## src/rtl/decode_pkg.sv

```systemverilog
// decode_pkg
//   Shared constants for the decode stage and its register file.
//   DECODE_DATA_W : default operand / register width in bits
//   DECODE_ADDR_W : default register address width (NREGS = 2**ADDR_W)
package decode_pkg;

    localparam int DECODE_DATA_W = 16;
    localparam int DECODE_ADDR_W = 3;

endpackage : decode_pkg

```

## src/rtl/regfile_bypass.sv

```systemverilog
// regfile_bypass
//   NREGS x DATA_W register file with two combinational read ports and one
//   write port. A write in progress is forwarded to any read port addressing
//   the same entry, so a consumer in the same cycle sees the new value.
//   Ports:
//     clk, rst           clock, synchronous active-high reset (clears all entries)
//     wb_en/addr/data    write port
//     rd_addr_a/b        read port addresses
//     rd_data_a/b        read port data (bypassed)
module regfile_bypass
    import decode_pkg::*;
#(
    parameter int DATA_W = DECODE_DATA_W,
    parameter int ADDR_W = DECODE_ADDR_W
) (
    input  logic              clk,
    input  logic              rst,
    input  logic              wb_en,
    input  logic [ADDR_W-1:0] wb_addr,
    input  logic [DATA_W-1:0] wb_data,
    input  logic [ADDR_W-1:0] rd_addr_a,
    input  logic [ADDR_W-1:0] rd_addr_b,
    output logic [DATA_W-1:0] rd_data_a,
    output logic [DATA_W-1:0] rd_data_b
);

    localparam int NREGS = 2 ** ADDR_W;

    logic [DATA_W-1:0] mem [NREGS];

    always_ff @(posedge clk) begin
        if (rst) begin
            for (int i = 0; i < NREGS; i++) begin
                mem[i] <= '0;
            end
        end else if (wb_en) begin
            mem[wb_addr] <= wb_data;
        end
    end

    always_comb begin
        rd_data_a = mem[rd_addr_a];
        rd_data_b = mem[rd_addr_b];
        if (wb_en && (wb_addr == rd_addr_a)) rd_data_a = wb_data;
        if (wb_en && (wb_addr == rd_addr_b)) rd_data_b = wb_data;
    end

endmodule : regfile_bypass

```

## src/rtl/decode_pipe_stage.sv

```systemverilog
// decode_pipe_stage
//   Decode stage: reads operands from a bypassed register file, selects
//   operand B (immediate or register) and registers the result into the
//   ID/EX pipeline register.
//   Ports:
//     clk, rst                  clock, synchronous active-high reset
//     in_valid                  decode-slot instruction valid
//     stall, flush              hold / kill the ID/EX register (flush wins)
//     src_addr, dst_addr        read port A / read port B (also destination)
//     immediate, category       immediate operand; 1 selects it as operand B
//     wb_en, wb_addr, wb_data   register file write-back
//     out_valid, out_op_a, out_op_b, out_store_data, out_dst_addr
//                               ID/EX register contents
module decode_pipe_stage
    import decode_pkg::*;
#(
    parameter int DATA_W = DECODE_DATA_W,
    parameter int ADDR_W = DECODE_ADDR_W
) (
    input  logic              clk,
    input  logic              rst,
    input  logic              in_valid,
    input  logic              stall,
    input  logic              flush,
    input  logic [ADDR_W-1:0] src_addr,
    input  logic [ADDR_W-1:0] dst_addr,
    input  logic [DATA_W-1:0] immediate,
    input  logic              category,
    input  logic              wb_en,
    input  logic [ADDR_W-1:0] wb_addr,
    input  logic [DATA_W-1:0] wb_data,
    output logic              out_valid,
    output logic [DATA_W-1:0] out_op_a,
    output logic [DATA_W-1:0] out_op_b,
    output logic [DATA_W-1:0] out_store_data,
    output logic [ADDR_W-1:0] out_dst_addr
);

    logic [DATA_W-1:0] rd_a;
    logic [DATA_W-1:0] rd_b;
    logic [DATA_W-1:0] op_b_sel;

    // Source address and operand-B select of the instruction held in ID/EX,
    // needed to refresh stale operands while the stage is stalled.
    logic [ADDR_W-1:0] held_src_addr;
    logic              held_category;

    regfile_bypass #(
        .DATA_W (DATA_W),
        .ADDR_W (ADDR_W)
    ) u_regfile (
        .clk       (clk),
        .rst       (rst),
        .wb_en     (wb_en),
        .wb_addr   (wb_addr),
        .wb_data   (wb_data),
        .rd_addr_a (src_addr),
        .rd_addr_b (dst_addr),
        .rd_data_a (rd_a),
        .rd_data_b (rd_b)
    );

    assign op_b_sel = category ? immediate : rd_b;

    always_ff @(posedge clk) begin
        if (rst || flush) begin
            out_valid      <= 1'b0;
            out_op_a       <= '0;
            out_op_b       <= '0;
            out_store_data <= '0;
            out_dst_addr   <= '0;
            held_src_addr  <= '0;
            held_category  <= 1'b0;
        end else if (stall) begin
            // A held instruction must not keep a value that is overwritten
            // underneath it; bubbles are left alone.
            if (out_valid && wb_en) begin
                if (wb_addr == held_src_addr) begin
                    out_op_a <= wb_data;
                end
                if (wb_addr == out_dst_addr) begin
                    out_store_data <= wb_data;
                    if (!held_category) begin
                        out_op_b <= wb_data;
                    end
                end
            end
        end else begin
            out_valid      <= in_valid;
            out_op_a       <= rd_a;
            out_op_b       <= op_b_sel;
            out_store_data <= rd_b;
            out_dst_addr   <= dst_addr;
            held_src_addr  <= src_addr;
            held_category  <= category;
        end
    end

endmodule : decode_pipe_stage

```

## config.mk

```make
export PLATFORM = sky130hd
export DESIGN_NAME = decode_pipe_stage
export DESIGN_NICKNAME = d
export VERILOG_FILES = /design/src/rtl/decode_pkg.sv /design/src/rtl/regfile_bypass.sv /design/src/rtl/decode_pipe_stage.sv
export SDC_FILE = /design/constraint.sdc
export NUM_CORES = 1
export LEC_CHECK = 0
export CORE_ASPECT_RATIO = 0.6
export CORE_MARGIN = 2
export CORE_UTILIZATION = 58
export DETAILED_ROUTE_END_ITERATION = 6
export GPL_TIMING_DRIVEN = 0
export HOLD_SLACK_MARGIN = 0.05
export PLACE_DENSITY = 0.81
export SLEW_MARGIN = 15
export SYNTH_ARGS = -nofsm -noshare
export SYNTH_HDL_FRONTEND = slang
export SYNTH_SLANG_ARGS = --single-unit
```

## constraint.sdc

```tcl
create_clock -name clk -period 2.1 [get_ports clk]
set_clock_uncertainty 0.05 [all_clocks]
set_input_delay 0.21 -clock clk [delete_from_list [all_inputs] [get_ports clk]]
set_output_delay 0.21 -clock clk [all_outputs]
set_load 0.005 [all_outputs]
```

* After elaboration in Yosys (flattened, before gate mapping)
Memory sizes are Yosys's and may differ from the RTL's.
Cells that the tools add are included.
** Storage, ports and cells
- Output and inout port bits :: 52
- Bits in writable memories :: 128
- Logic and storage cells :: 45
- Memories kept :: 1
- Register bits after elaboration :: 56
- Bits of input ports :: 48
** Memory list
- u_regfile.mem :: depth 8, width 16, rd ports 2, clocked after Yosys merged registers in 0, write ports 8, line regfile_bypass.sv:29 : logic [DATA_W-1:0] mem [NREGS];
** Cells by class
- Multiplexer cells :: 21
- Eq/ne operators :: 8
- Reduce and logical (&&, ||, !) cells :: 8
** Operator list (number)
- two-way mux 16 bit :: 14
- OR reduction 16 bit :: 1
- == test 3 bit :: 4
- two-way mux 1 bit :: 6
- != test 2 x 1 -> 1 bit (second input constant) :: 3
- AND reduction 2 bit :: 2
- logical AND 1 bit :: 3
- two-way mux 3 bit :: 1
- AND reduction 3 bit :: 1
- != test 2 bit (second input constant) :: 1
- logical OR 1 bit :: 1

* Depth between registers and ports, before layout
Gate-level depths: netlist of run 1.
- Word-level depth :: 5
- Gate-level depth with buffers :: 8
- Gate-level depth less buffers :: 5

* Hierarchy
A second synthesis of run 1 with hierarchy kept.
** Unflattened totals
- Cell total of the unflattened synthesis :: 775
- Area, all modules :: 10578.9 um2
** Modules (own cells, without submodules)
- regfile_bypass :: area each 7453.4 um2, cells an instance 445, instances 1, seq. area each 3843.7 um2
- decode_pipe_stage :: area each 3125.5 um2, cells an instance 330, instances 1, seq. area each 1121.1 um2

* Least setup slack after synthesis of run 1
Ideal clock, no wire load.
- Kind :: register to register
- Start :: reg out_dst_addr[2]
- End :: reg out_op_b[10]
- Buffers on the path :: 2
- Data required time :: 1.931 ns
- Period minus slack after synthesis :: 1.852 ns
- Cell stages (with the launch flop) :: 8
- Arrival time :: 1.684 ns
- Setup time :: 0.119 ns
- Path slack :: 0.248 ns
- Cell sequence :: dfxtp_1 xor2_2 or4_4 buf_6 buf_6 nor3_2 a21oi_1 o221a_1
** Between the ends
- Cells in the longest elaborated chain, start to end :: 3
** Ends and longest elaborated chain
- start: declaration :: line decode_pipe_stage.sv:36 : output logic [ADDR_W-1:0] out_dst_addr
- start signal: assignment :: line decode_pipe_stage.sv:93 : out_dst_addr <= dst_addr;
- == test 3 bit :: line decode_pipe_stage.sv:81 : if (wb_addr == out_dst_addr) begin
- != test 2 x 1 -> 1 bit (no line)
- AND reduction 3 bit (no line)
- end signal: assignment :: line decode_pipe_stage.sv:84 : out_op_b <= wb_data;
- end signal: assignment :: line decode_pipe_stage.sv:91 : out_op_b <= op_b_sel;
- end: declaration :: line decode_pipe_stage.sv:34 : output logic [DATA_W-1:0] out_op_b,
Every way passes these cells.
A chain may end at the register's enable or synchronous reset.

==> summary.md, run 1 <==
| Metric | Value |
|---|---|
| Status | complete, but fails checks |
| Violated checks | negative setup slack |
| Yosys top cell area share | 0.387 |
| First-pass GRT wire length | 42.5 mm |
| CP max stage cell | clkdlybuf4s50_1 |
| GPL Wtd Cong | 0.908 |
| Post-synthesis sequential area ratio | 0.499 |
| Layout cells sized above 1 | 0.197 |
| DRC viols | 0 |
| Largest delay contributor family on the critical path | simple AND/OR/NAND/NOR gates |
| Unrepaired setup endpoints after global routing | yes |
| WL/cell | 23.5 microns |
| GRT Util Overall | 0.312 |
| Sink Count | 184 |
| HP Class | in2reg |
| WHS Path Cells | 3 |
| Clock root buffer | clkbuf_16 |
| Htree depth | 4 |
| Worst-margin pin slew | 0.905 ns |
| Syn Inst Count | 842 |
| Leak pwr | 0.00448 uW |
| Die Y | 105 microns |
| Starting Density | 0.587 |
| Initial DRC Count | 1125 |
| Final WL | 28.4 mm |
| Final Critical Period | 2.16 ns |
| PortBufs | 91 |
| Antenna violations before repair | 0 |
| Final Setup Violations | 19 |
| CP peak stage delay | 0.48 ns |
| # IOs | 100 |
| Nature of the critical path endpoint | flip-flop |
| Final core utilization | 0.713 |
| Top Layer Used | met4 |
| Detailed Routing Iterations Pass 1 | 5 |
| Met1 WL | 11.7 mm |
| YS warnings | 0 |
| WL met2 | 12.6 mm |
| CTS tree | done |
| Worst Slack Setup Final | -0.0634 ns |
| Worst hold margin | 0.256 ns |
| Top post-synthesis cells by area | edfxtp_1, dfxtp_1, mux4_2, and2_1, mux2i_1 |
| Max-cap viol count | 0 |
| Reg2reg setup slack | 0.07 ns |
| Achievable frequency | 0.462 GHz |
| Die X | 173 microns |
| VDD IR max | 0.799 mV |
| Critical path startpoint | rst |
| Core ar. | 16900 sq um |
| CP bufs+invs | 2 |
| DR vias/cell | 6.42 |
| Worst Path Required | 2.17 ns |
| Area delta synth->final | 21.4% |
| Area leader, netlist | edfxtp_1 |
| Mapped Area | 9940 sq um |
| CTS clk-pin slew, worst paths | 0.07 ns |
| Clk Latency, worst-skew pair | 0.45 ns |
| Vias in the first global route | 7407 |
| Max Fanout on Critical Path | 16 |
| Worst setup SP type | primary input |
| Critical Path, Cell by Cell | clkdlybuf4s50_1 -> clkbuf_1 -> nand3b_1 -> nor2_2 -> or2_4 |
| Die area | 18200 sq um |
| Reg2Reg Depth | 7 |
| Worst R2R Start | out_valid |
| Final hold vios | 0 |
| WP data arrival | 2.23 ns |
| PD cells | 732 nW/um^2 |
| Worst relative slew slack | 0.397 |
| DP Cell Count | 1167 |
| Final clock period utilization by the worst path | 1.03 |
| Longest Clk Path Bufs | 2 |
| Hold EP | u_regfile.mem[0][5] |
| Final Max Slew Viols | 0 |
| Antenna fix cells | 0 |
| Yosys cell types | 38 |
| Critical path class | in2reg |
| FF+latch count, synth | 184 |
| R2r endpoint | out_op_b[8] |
| Total CTS buffers | 17 |
| Overall power | 8840 uW |
| Worst Min Path Start | wb_addr[0] |
| Largest net degree at the start of global routing | 20 |
| Routed via count | 7770 |
| NumNets Final | 1011 |
| Routed wl met3 | 3.52 mm |
| Num rows | 37 |
| Post-route ant nets | 0 |
| Post-route insts no fill | 1210 |
| Mean Syn Cell Area | 11.8 sq um |
| HPWL after detailed placement | 19.7 mm |
| Synth Net Count | 890 |
| Gr ovfl total | 0 |
-- Yosys cell counts --
cell type  instances
o211ai_1          16
mux4_2            48
nor2b_1           16
xor2_1             5
clkbuf_1          52
nor4_4             1
mux2_2            15
or3_1             16
o22ai_1           16
nand4_1            1
nand2b_1           3
o221a_1           16
or3b_2             1
o21ai_4            1
buf_2             12
xnor2_1            6
and4_1             1
mux2_1             1
buf_6             11
buf_1              4
and2_1           129
nor3_1            23
inv_1             16
nor2_1            32
or2_2              9
nor3_2            11
a41oi_1            1
buf_4              4
edfxtp_1         128
a2111oi_0         16
nand3b_1           1
dfxtp_1           56
nand2_1           67
a21oi_1           48
xor2_2             1
mux2i_1           56
o41ai_1            1
or4_4              1
-- per-layer routing --
| layer | track usage | vias up |
|---|---|---|
| met2 | 0.465 | 559 |
| met4 | 0.0975 | 0 |
| li1 | - | 3331 |
| met1 | 0.445 | 3819 |
| met3 | 0.0902 | 61 |
| met5 | 0 | - |
-- kinds of logic (layout without fill, tap and decap cells) --
kind of cell           Yosys count  count (layout)  share of synthesized area
AND/OR/NAND/NOR                312             312                      0.175
flip-flops                     184             184                      0.499
multiplexers                   120             120                      0.183
AO/OA/AOI/OAI                  115             115                     0.0819
buffers and inverters           99             233                     0.0487
XOR/XNOR                        12              12                     0.0113
-- sequential cells by signal, summed over array words and instances (netlist names) --
register        count
held_category       1
held_src_addr       3
out_op_a           16
u_regfile.mem     128
out_dst_addr        3
out_store_data     16
out_valid           1
out_op_b           16
-- power breakdown --
group | switching [uW] | internal, uW | leakage [uW]
Clock | 1590 | 1760 | 0.000296
Combinational | 691 | 603 | 0.00250
Sequential | 111 | 4080 | 0.00168
-- worst max-delay path by stage --
stage | end | slack [ns] | cells past startpoint
floorplan | out_op_b[10] | 0.25 | 7
global placement | u_regfile.mem[4][10] | -0.76 | 5
detailed placement | u_regfile.mem[4][8] | -0.80 | 5
CTS | u_regfile.mem[0][10] | -0.03 | 6
global route | u_regfile.mem[6][10] | -0.12 | 5
finish | u_regfile.mem[6][10] | -0.06 | 5
-- worst reg2reg max path, delay by kind of cell, from the launching register on --
family | cells | cell delay [ns]
and+or+nand+nor | 3 | 0.85
DFF | 1 | 0.40
buffers and inverters | 2 | 0.32
AOI/OAI and AO/OA | 2 | 0.31
-- final cells by class --
| cell class | count | area, sq um |
|---|---|---|
| clock buffers | 19 | 454 |
| repair buffers | 103 | 1050 |
| clock inverters | 13 | 150 |
| fillers | 1181 | 4870 |
| plain buffers | 82 | 448 |
| multi-input cells | 559 | 4650 |
| flip-flops and latches | 184 | 4960 |
| inverters | 16 | 60.1 |
| well taps | 234 | 293 |
-- cell usage in the layout, fill, tap and decap left out, types with 6 or more instances in the layout --
master	Yosys	routed
clkbuf_16	0	18
mux4_2	48	48
buf_4	4	11
clkbuf_2	0	12
mux2_2	15	15
xnor2_1	6	6
buf_2	12	10
edfxtp_1	128	128
o221a_1	16	16
a2111oi_2	0	7
buf_6	11	13
dfxtp_1	56	56
mux2i_1	56	56
nor2b_1	16	16
nor2_1	32	25
clkbuf_1	52	40
clkdlybuf4s50_1	0	90
nand2_1	67	66
or3_1	16	16
nor3_1	23	18
inv_1	16	16
nor3_2	11	14
a21oi_1	48	48
a2111oi_0	16	6
and2_1	129	128
o211ai_1	16	16
or2_4	0	8
o22ai_1	16	16
-- repair_timing --
item	CTS	global route
hold endpoints to repair	0	0
setup buffers	6	6
endpoints found under the setup margin	176	228
pin swaps	4	3
resized for setup	30	42
hold buffers	0	0
-- metrics by stage --
stage	worst slack [ns]	area [sq um]	setup TNS, ns
2_1_floorplan	0.248	9940	0
3_3_place_gp	-0.764	11100	-138.90
3_5_place_dp	-0.801	11100	-148.33
4_1_cts	-0.0293	11900	-0.426
5_1_grt	-0.118	12100	-6.60
6_report	-0.0634	12100	-0.853
No activity file was read; power rests on OpenSTA's default activity.
==> inputs of run 2 (changes only) <==
--- a/config.mk
+++ b/config.mk
@@ -5,6 +5,7 @@
 export SDC_FILE = /design/constraint.sdc
 export NUM_CORES = 1
 export LEC_CHECK = 0
+export ABC_AREA = 1
 export CORE_ASPECT_RATIO = 0.6
 export CORE_MARGIN = 2
 export CORE_UTILIZATION = 58
==> run 2 against run 1 <==
- the flow finishes with violations (design-rule violations, negative setup slack)
- worst setup slack lost 0.12 ns
- core utilization grew 0.29 points
- count of clock-buffer cells in the layout grew 3
==> summary.md, run 2 <==
| Metric | Value |
|---|---|
| Status | complete, but fails checks |
| Violated checks | design-rule violations, negative setup slack |
| Achievable frequency | 0.439 GHz |
| Async set-reset flop share out of synthesis | 0 |
| WHS Path Cells | 4 |
| Worst hold margin | 0.198 ns |
| Unrepaired setup endpoints after global routing | yes |
| Syn Inst Count | 1321 |
| Most common cell in the synthesized netlist | nand2_1 |
| Final hold vios | 0 |
| Max Fanout on Critical Path | 16 |
| Setup Slack @ Placement | -1.17 ns |
| Final clock period utilization by the worst path | 1.09 |
| Mapped Area | 9830 sq um |
| Detailed Routing Iterations Pass 1 | 7 |
| WL/cell | 20.7 microns |
| Mean Syn Cell Area | 7.44 sq um |
| Critical path startpoint | rst |
| Final Max Slew Viols | 0 |
| Num rows | 36 |
| GRT Util Overall | 0.388 |
| PortBufs | 92 |
| WP data arrival | 2.35 ns |
| CTS clk-pin slew, worst paths | 0.07 ns |
| Hold EP | out_op_b[1] |
| PD cells | 744 nW/um^2 |
| Htree depth | 4 |
| # IOs | 100 |
| YS warnings | 0 |
| CP peak stage delay | 0.47 ns |
| Reg2Reg Depth | 8 |
| CP max stage cell | clkdlybuf4s50_1 |
| Post-synthesis sequential area ratio | 0.505 |
| Top reg by flops | u_regfile.mem |
| Leak pwr | 0.00501 uW |
| Worst-margin pin slew | 0.883 ns |
| Area delta synth->final | 19.3% |
| Net Sw Frac | 0.283 |
| Number of synthesized flops with an enable pin | 128 |
| Comb pwr share | 0.158 |
| Critical path class | in2reg |
| Layout cells sized above 1 | 0.0803 |
| Critical Path, Cell by Cell | clkdlybuf4s50_1 -> inv_4 -> nand2_1 -> nor2_1 -> nand2_1 -> clkbuf_2 -> nand2_4 |
| Worst R2R Start | out_valid |
| Internal power | 6260 uW |
| DR vias/cell | 6.07 |
| Setup TNS | -13.84 ns |
| Worst Slack Setup Final | -0.180 ns |
| Seq pwr share | 0.482 |
| CP bufs+invs | 3 |
| Worst Path Required | 2.17 ns |
| Sw Pwr | 2470 uW |
| Largest delay contributor family on the critical path | buffers and inverters |
| Clock root buffer | clkbuf_16 |
| Yosys cell types | 28 |
| Worst Min Path Start | category |
| Antenna fix cells | 0 |
| Initial DRC Count | 1835 |
| Nature of the critical path endpoint | flip-flop |
| First-pass GRT wire length | 51.6 mm |
| HP Class | in2reg |
| Total CTS buffers | 17 |
| Yosys top cell area share | 0.391 |
| Final core utilization | 0.715 |
| Area leader, netlist | edfxtp_1 |
| Top post-synthesis cells by area | edfxtp_1, nand2_1, dfxtp_1, nor2_1, nand3_1 |
| Synth Net Count | 1369 |
| FF+latch count, synth | 184 |
| Clk network pwr share | 0.360 |
| Die area | 18000 sq um |
| GPL Wtd Cong | 0.982 |
| Most frequent CP cell | nand2_1 |
| Routed via count | 10100 |
| Leading cell types in the layout, fill and taps excluded | nand2_1, nor2_1, nand3_1 |
| HPWL after detailed placement | 25.6 mm |
| Die Y | 105 microns |
| Longest Clk Path Bufs | 2 |
| Worst relative slew slack | 0.411 |
| R2r endpoint | out_op_a[1] |
| Synth top cells by count | nand2_1, nor2_1, nand3_1, edfxtp_1, o21ai_0 |
| Worst setup SP type | primary input |
| Largest net degree at the start of global routing | 17 |
| Largest register FFs | 128 |
| Gr ovfl total | 0 |
| Max-cap viol count | 0 |
| Vias in the first global route | 9013 |
| Sink Count | 184 |
| Antenna violations before repair | 0 |
| Clk Latency, worst-skew pair | 0.45 ns |
| Post-route ant nets | 0 |
| Most common cell after layout, fill and taps aside | nand2_1 |
| Starting Density | 0.600 |
| Final Critical Period | 2.28 ns |
| Die X | 172 microns |
| DRC viols | 2 |
| Final WL | 34.6 mm |
| Synth Flop Type | edfxtp_1 |
| CTS tree | done |
| Reg2reg setup slack | 0.15 ns |
| NumNets Final | 1480 |
| Final Setup Violations | 128 |
| Core ar. | 16400 sq um |
| VDD IR max | 0.403 mV |
-- run 2: worst max-delay path by stage --
stage / endpoint / slack [ns] / cells after the start
after floorplan: u_regfile.mem[1][0] / 0.33 / 6
after global placement: u_regfile.mem[5][13] / -1.11 / 7
after detailed placement: u_regfile.mem[5][13] / -1.17 / 7
after CTS: u_regfile.mem[5][5] / -0.09 / 7
after global routing: u_regfile.mem[5][5] / -0.19 / 7
final: u_regfile.mem[5][14] / -0.18 / 7
-- run 2: worst register-to-register path, delay by kind of cell, from the launching register on --
kind,cells,cell delay (ns)
buffers and inverters,1,0.28
AOI/OAI and AO/OA,3,0.59
DFF,1,0.44
and+or+nand+nor,4,0.48
-- run 2: metrics by stage --
stage | cells | cell area (sq um) | power (uW)
after floorplan | 1321 | 9830 | 5000
after global placement | 1641 | 11000 | 5530
after detailed placement | 1641 | 11000 | 5560
after CTS | 1673 | 11700 | 8570
after global routing | 1673 | 11700 | 8930
final | 1673 | 11700 | 8730
-- run 2: layout make-up --
class | count | area (sq um)
Buffer | 84 | 420
Timing Repair Buffer | 92 | 921
Clock inverter | 10 | 80.1
Multi-Input combinational cell | 973 | 4280
Clock buffer | 22 | 475
Inverter | 80 | 303
Tap cell | 228 | 285
Fill cell | 1325 | 4670
Sequential cell | 184 | 4960
-- run 2: cell families after synthesis --
| group | count (synthesis) | synth area share |
|---|---|---|
| AND/OR/NAND/NOR | 792 | 0.327 |
| buffers and inverters | 164 | 0.0700 |
| XOR/XNOR | 5 | 0.00445 |
| AO/OA/AOI/OAI | 176 | 0.0932 |
| flip-flops | 184 | 0.505 |
-- run 2: what timing repair did --
item                                    in CTS  in global routing
pin swaps                                    0                  0
resized for setup                           28                 31
hold buffers                                 0                  0
setup buffers                                0                  0
endpoints found under the setup margin     132                136
-- run 2: power groups by stage --
stage                     sequential (uW)  clock, uW  combinational [uW]
after floorplan                      4250          0                 755
after global placement               4270          0                1260
after detailed placement             4280          0                1280
after CTS                            4200       3070                1310
after global routing                 4220       3240                1480
final                                4200       3140                1380
-- run 2: per-layer routing --
layer | wire (microns) | up-vias | global-route usage
met4 | 885 | 0 | 0.122
met1 | 14000 | 4670 | 0.595
met3 | 5880 | 107 | 0.123
met2 | 13800 | 813 | 0.515
li1 | - | 4558 | -
met5 | 0 | - | 0
==> variant (settings of run 2) <==
Change the package constant `DECODE_DATA_W` from 16 to 32.
--- a/src/rtl/decode_pkg.sv
+++ b/src/rtl/decode_pkg.sv
@@ -4,7 +4,7 @@
 //   DECODE_ADDR_W : default register address width (NREGS = 2**ADDR_W)
 package decode_pkg;
 
-    localparam int DECODE_DATA_W = 16;
+    localparam int DECODE_DATA_W = 32;
     localparam int DECODE_ADDR_W = 3;
 
 endpackage : decode_pkg
Interface: changed (5 resized); port bits go from 100 to 180. The function was not compared with the original's and may differ.
==> variant against run 2 <==
The flow finishes with violations (setup timing); critical path depth decreased by 2; fmax decreased by 2.8%; sequential power grew 96%; worst setup slack got worse by 0.066 ns; non-clock buffer count up 195; power up 110%; synthesized area up 100%; worst hold slack got worse by 0.058 ns; combinational power rose by 120%; routed wire length increased by 140%; sequential share of layout area shrank 1.1 points; final area grew 100%; sequential cell count increased by 176; global-route usage is 7.3 points higher; largest power group unchanged.
==> variant: results (changes against run 2) <==
| Metric | Value |
|---|---|
| Setup-failing EPs final | 125 (-2.3%) |
| Via count | 21157 (+110%) |
| First-pass GRT wire length | 120000 µm (+130%) |
| Slew @ Worst Pin | 1.25 ns (+0.366 ns) |
| Switch share | 0.290 (+0.00713) |
| H-tree depth | 2 (-2) |
| Number of flops mapped to enable cells by yosys | 256 (+100%) |
| DRT iter0 DRCs | 4005 (+120%) |
| RePlAce Congestion | 1.03 (+5.1%) |
| Fill count | 2694 (+100%) |
| Final worst slack | -0.246 ns (-0.0660 ns) |
| Crit Path Max Fanout | 10 (-6) |
| Clock power share | 0.385 (+0.025) |
| Seq/Total Area, Yosys | 0.495 (-0.0100) |
| Worst VDD drop | 0.766 mV (+90%) |
| CP max-delay cell | nor2_1 |
| Antenna violations before repair | 2 (+2) |
| Vias in the first global route | 19548 (+120%) |
| Skew-Pair Late Insertion Delay | 0.56 ns (+0.11 ns) |
| Top cells by count, synth | nand2_1 (779), nor2_1 (439), nand3_1 (351) |
| Largest net degree at the start of global routing | 24 (+7) |
| Max reg flops | 256 (+100%) |
| Nets | 2960 (+100%) |
| Max incr delay on CP | 0.97 ns (+0.50 ns) |
| Comb pwr share | 0.167 (+0.009) |
| WL/cell | 25.0 µm (+21%) |
| Post-DP HPWL | 59900 µm (+130%) |
| Gr usage total | 0.461 (+0.0728) |
| Failing checks | setup timing |
| Num CTS Buffers | 36 (+19) |
| Top area cells in the synthesized netlist | edfxtp_1 (39%), nand2_1 (15%), dfxtp_1 (11%), nand3_1 (8.9%), nor2_1 (8.3%) |
| Xor and xnor fraction of the mapped netlist area | 0.00177 (-0.00268) |
| Place WS | -1.40 ns (-0.235 ns) |
| Leak | 10.3 nW (+110%) |
| Layout cell share with drive strength beyond 1 | 0.0853 (+0.00506) |
| Port Buffers | 174 (+89%) |
| Run status | finished, violations left |
| Placed Area | 22200 µm² (+100%) |
| Post-CTS sizing | 43 (+54%) |
| CP arrival | 2.76 ns (+0.41 ns) |
-- variant: cell count changes after synthesis, moves of 48 or more --
cell | run 2 | this run
nand2_1 | 405 | 779
nor2_1 | 214 | 439
nand3_1 | 149 | 351
inv_1 | 55 | 202
edfxtp_1 | 128 | 256
dfxtp_1 | 56 | 104
-- variant: area by class of cell --
class,instances,area [µm²],area share
multi-input cells,1870,8330,0.351
repair buffers,182,1900,0.0803
plain buffers,189,983,0.0415
inverters,241,931,0.0392
clock buffers,45,996,0.0420
flip-flops and latches,360,9770,0.412
clock inverters,19,235,0.00992
well taps,459,574,0.0242
-- variant: stage by stage --
step / util / hold slack [ns] / instances / total power (W) / TNS (ns)
2_1_floorplan: - / 0.305 / 2660 / 0.00992 / 0
3_3_place_gp: 0.656 / 0.425 / 3293 / 0.0111 / -642.02
3_5_place_dp: 0.661 / 0.435 / 3301 / 0.0112 / -470.52
4_1_cts: 0.702 / 0.132 / 3365 / 0.0180 / -1.33
5_1_grt: 0.705 / 0.143 / 3365 / 0.0187 / -7.07
6_report: 0.705 / 0.139 / 3365 / 0.0184 / -9.05
-- variant: per-layer routing --
metal,track usage,wire [µm]
met1,0.640,30600
met3,0.194,16500
met5,0,25
met4,0.213,4380
met2,0.622,32600
-- variant: worst paths after layout --
path	start	end	slack [ns]	cells after the start
hold / removal	category	out_op_b[0]$_SDFFE_PP0P_	0.14	4
setup / recovery	rst	out_store_data[17]$_SDFFE_PP0P_	-0.25	5
hold reg to reg	held_src_addr[0]$_SDFFE_PP0N_	held_src_addr[0]$_SDFFE_PP0N_	0.45	2
setup reg to reg	out_valid$_SDFFE_PP0N_	out_op_a[1]$_SDFFE_PP0P_	0.02	8
-- variant: worst min-delay path, stage by stage --
cell,delay [ns]
clkbuf_1,0.19
nand2_1,0.13
nand2_1,0.06
a21oi_2,0.10
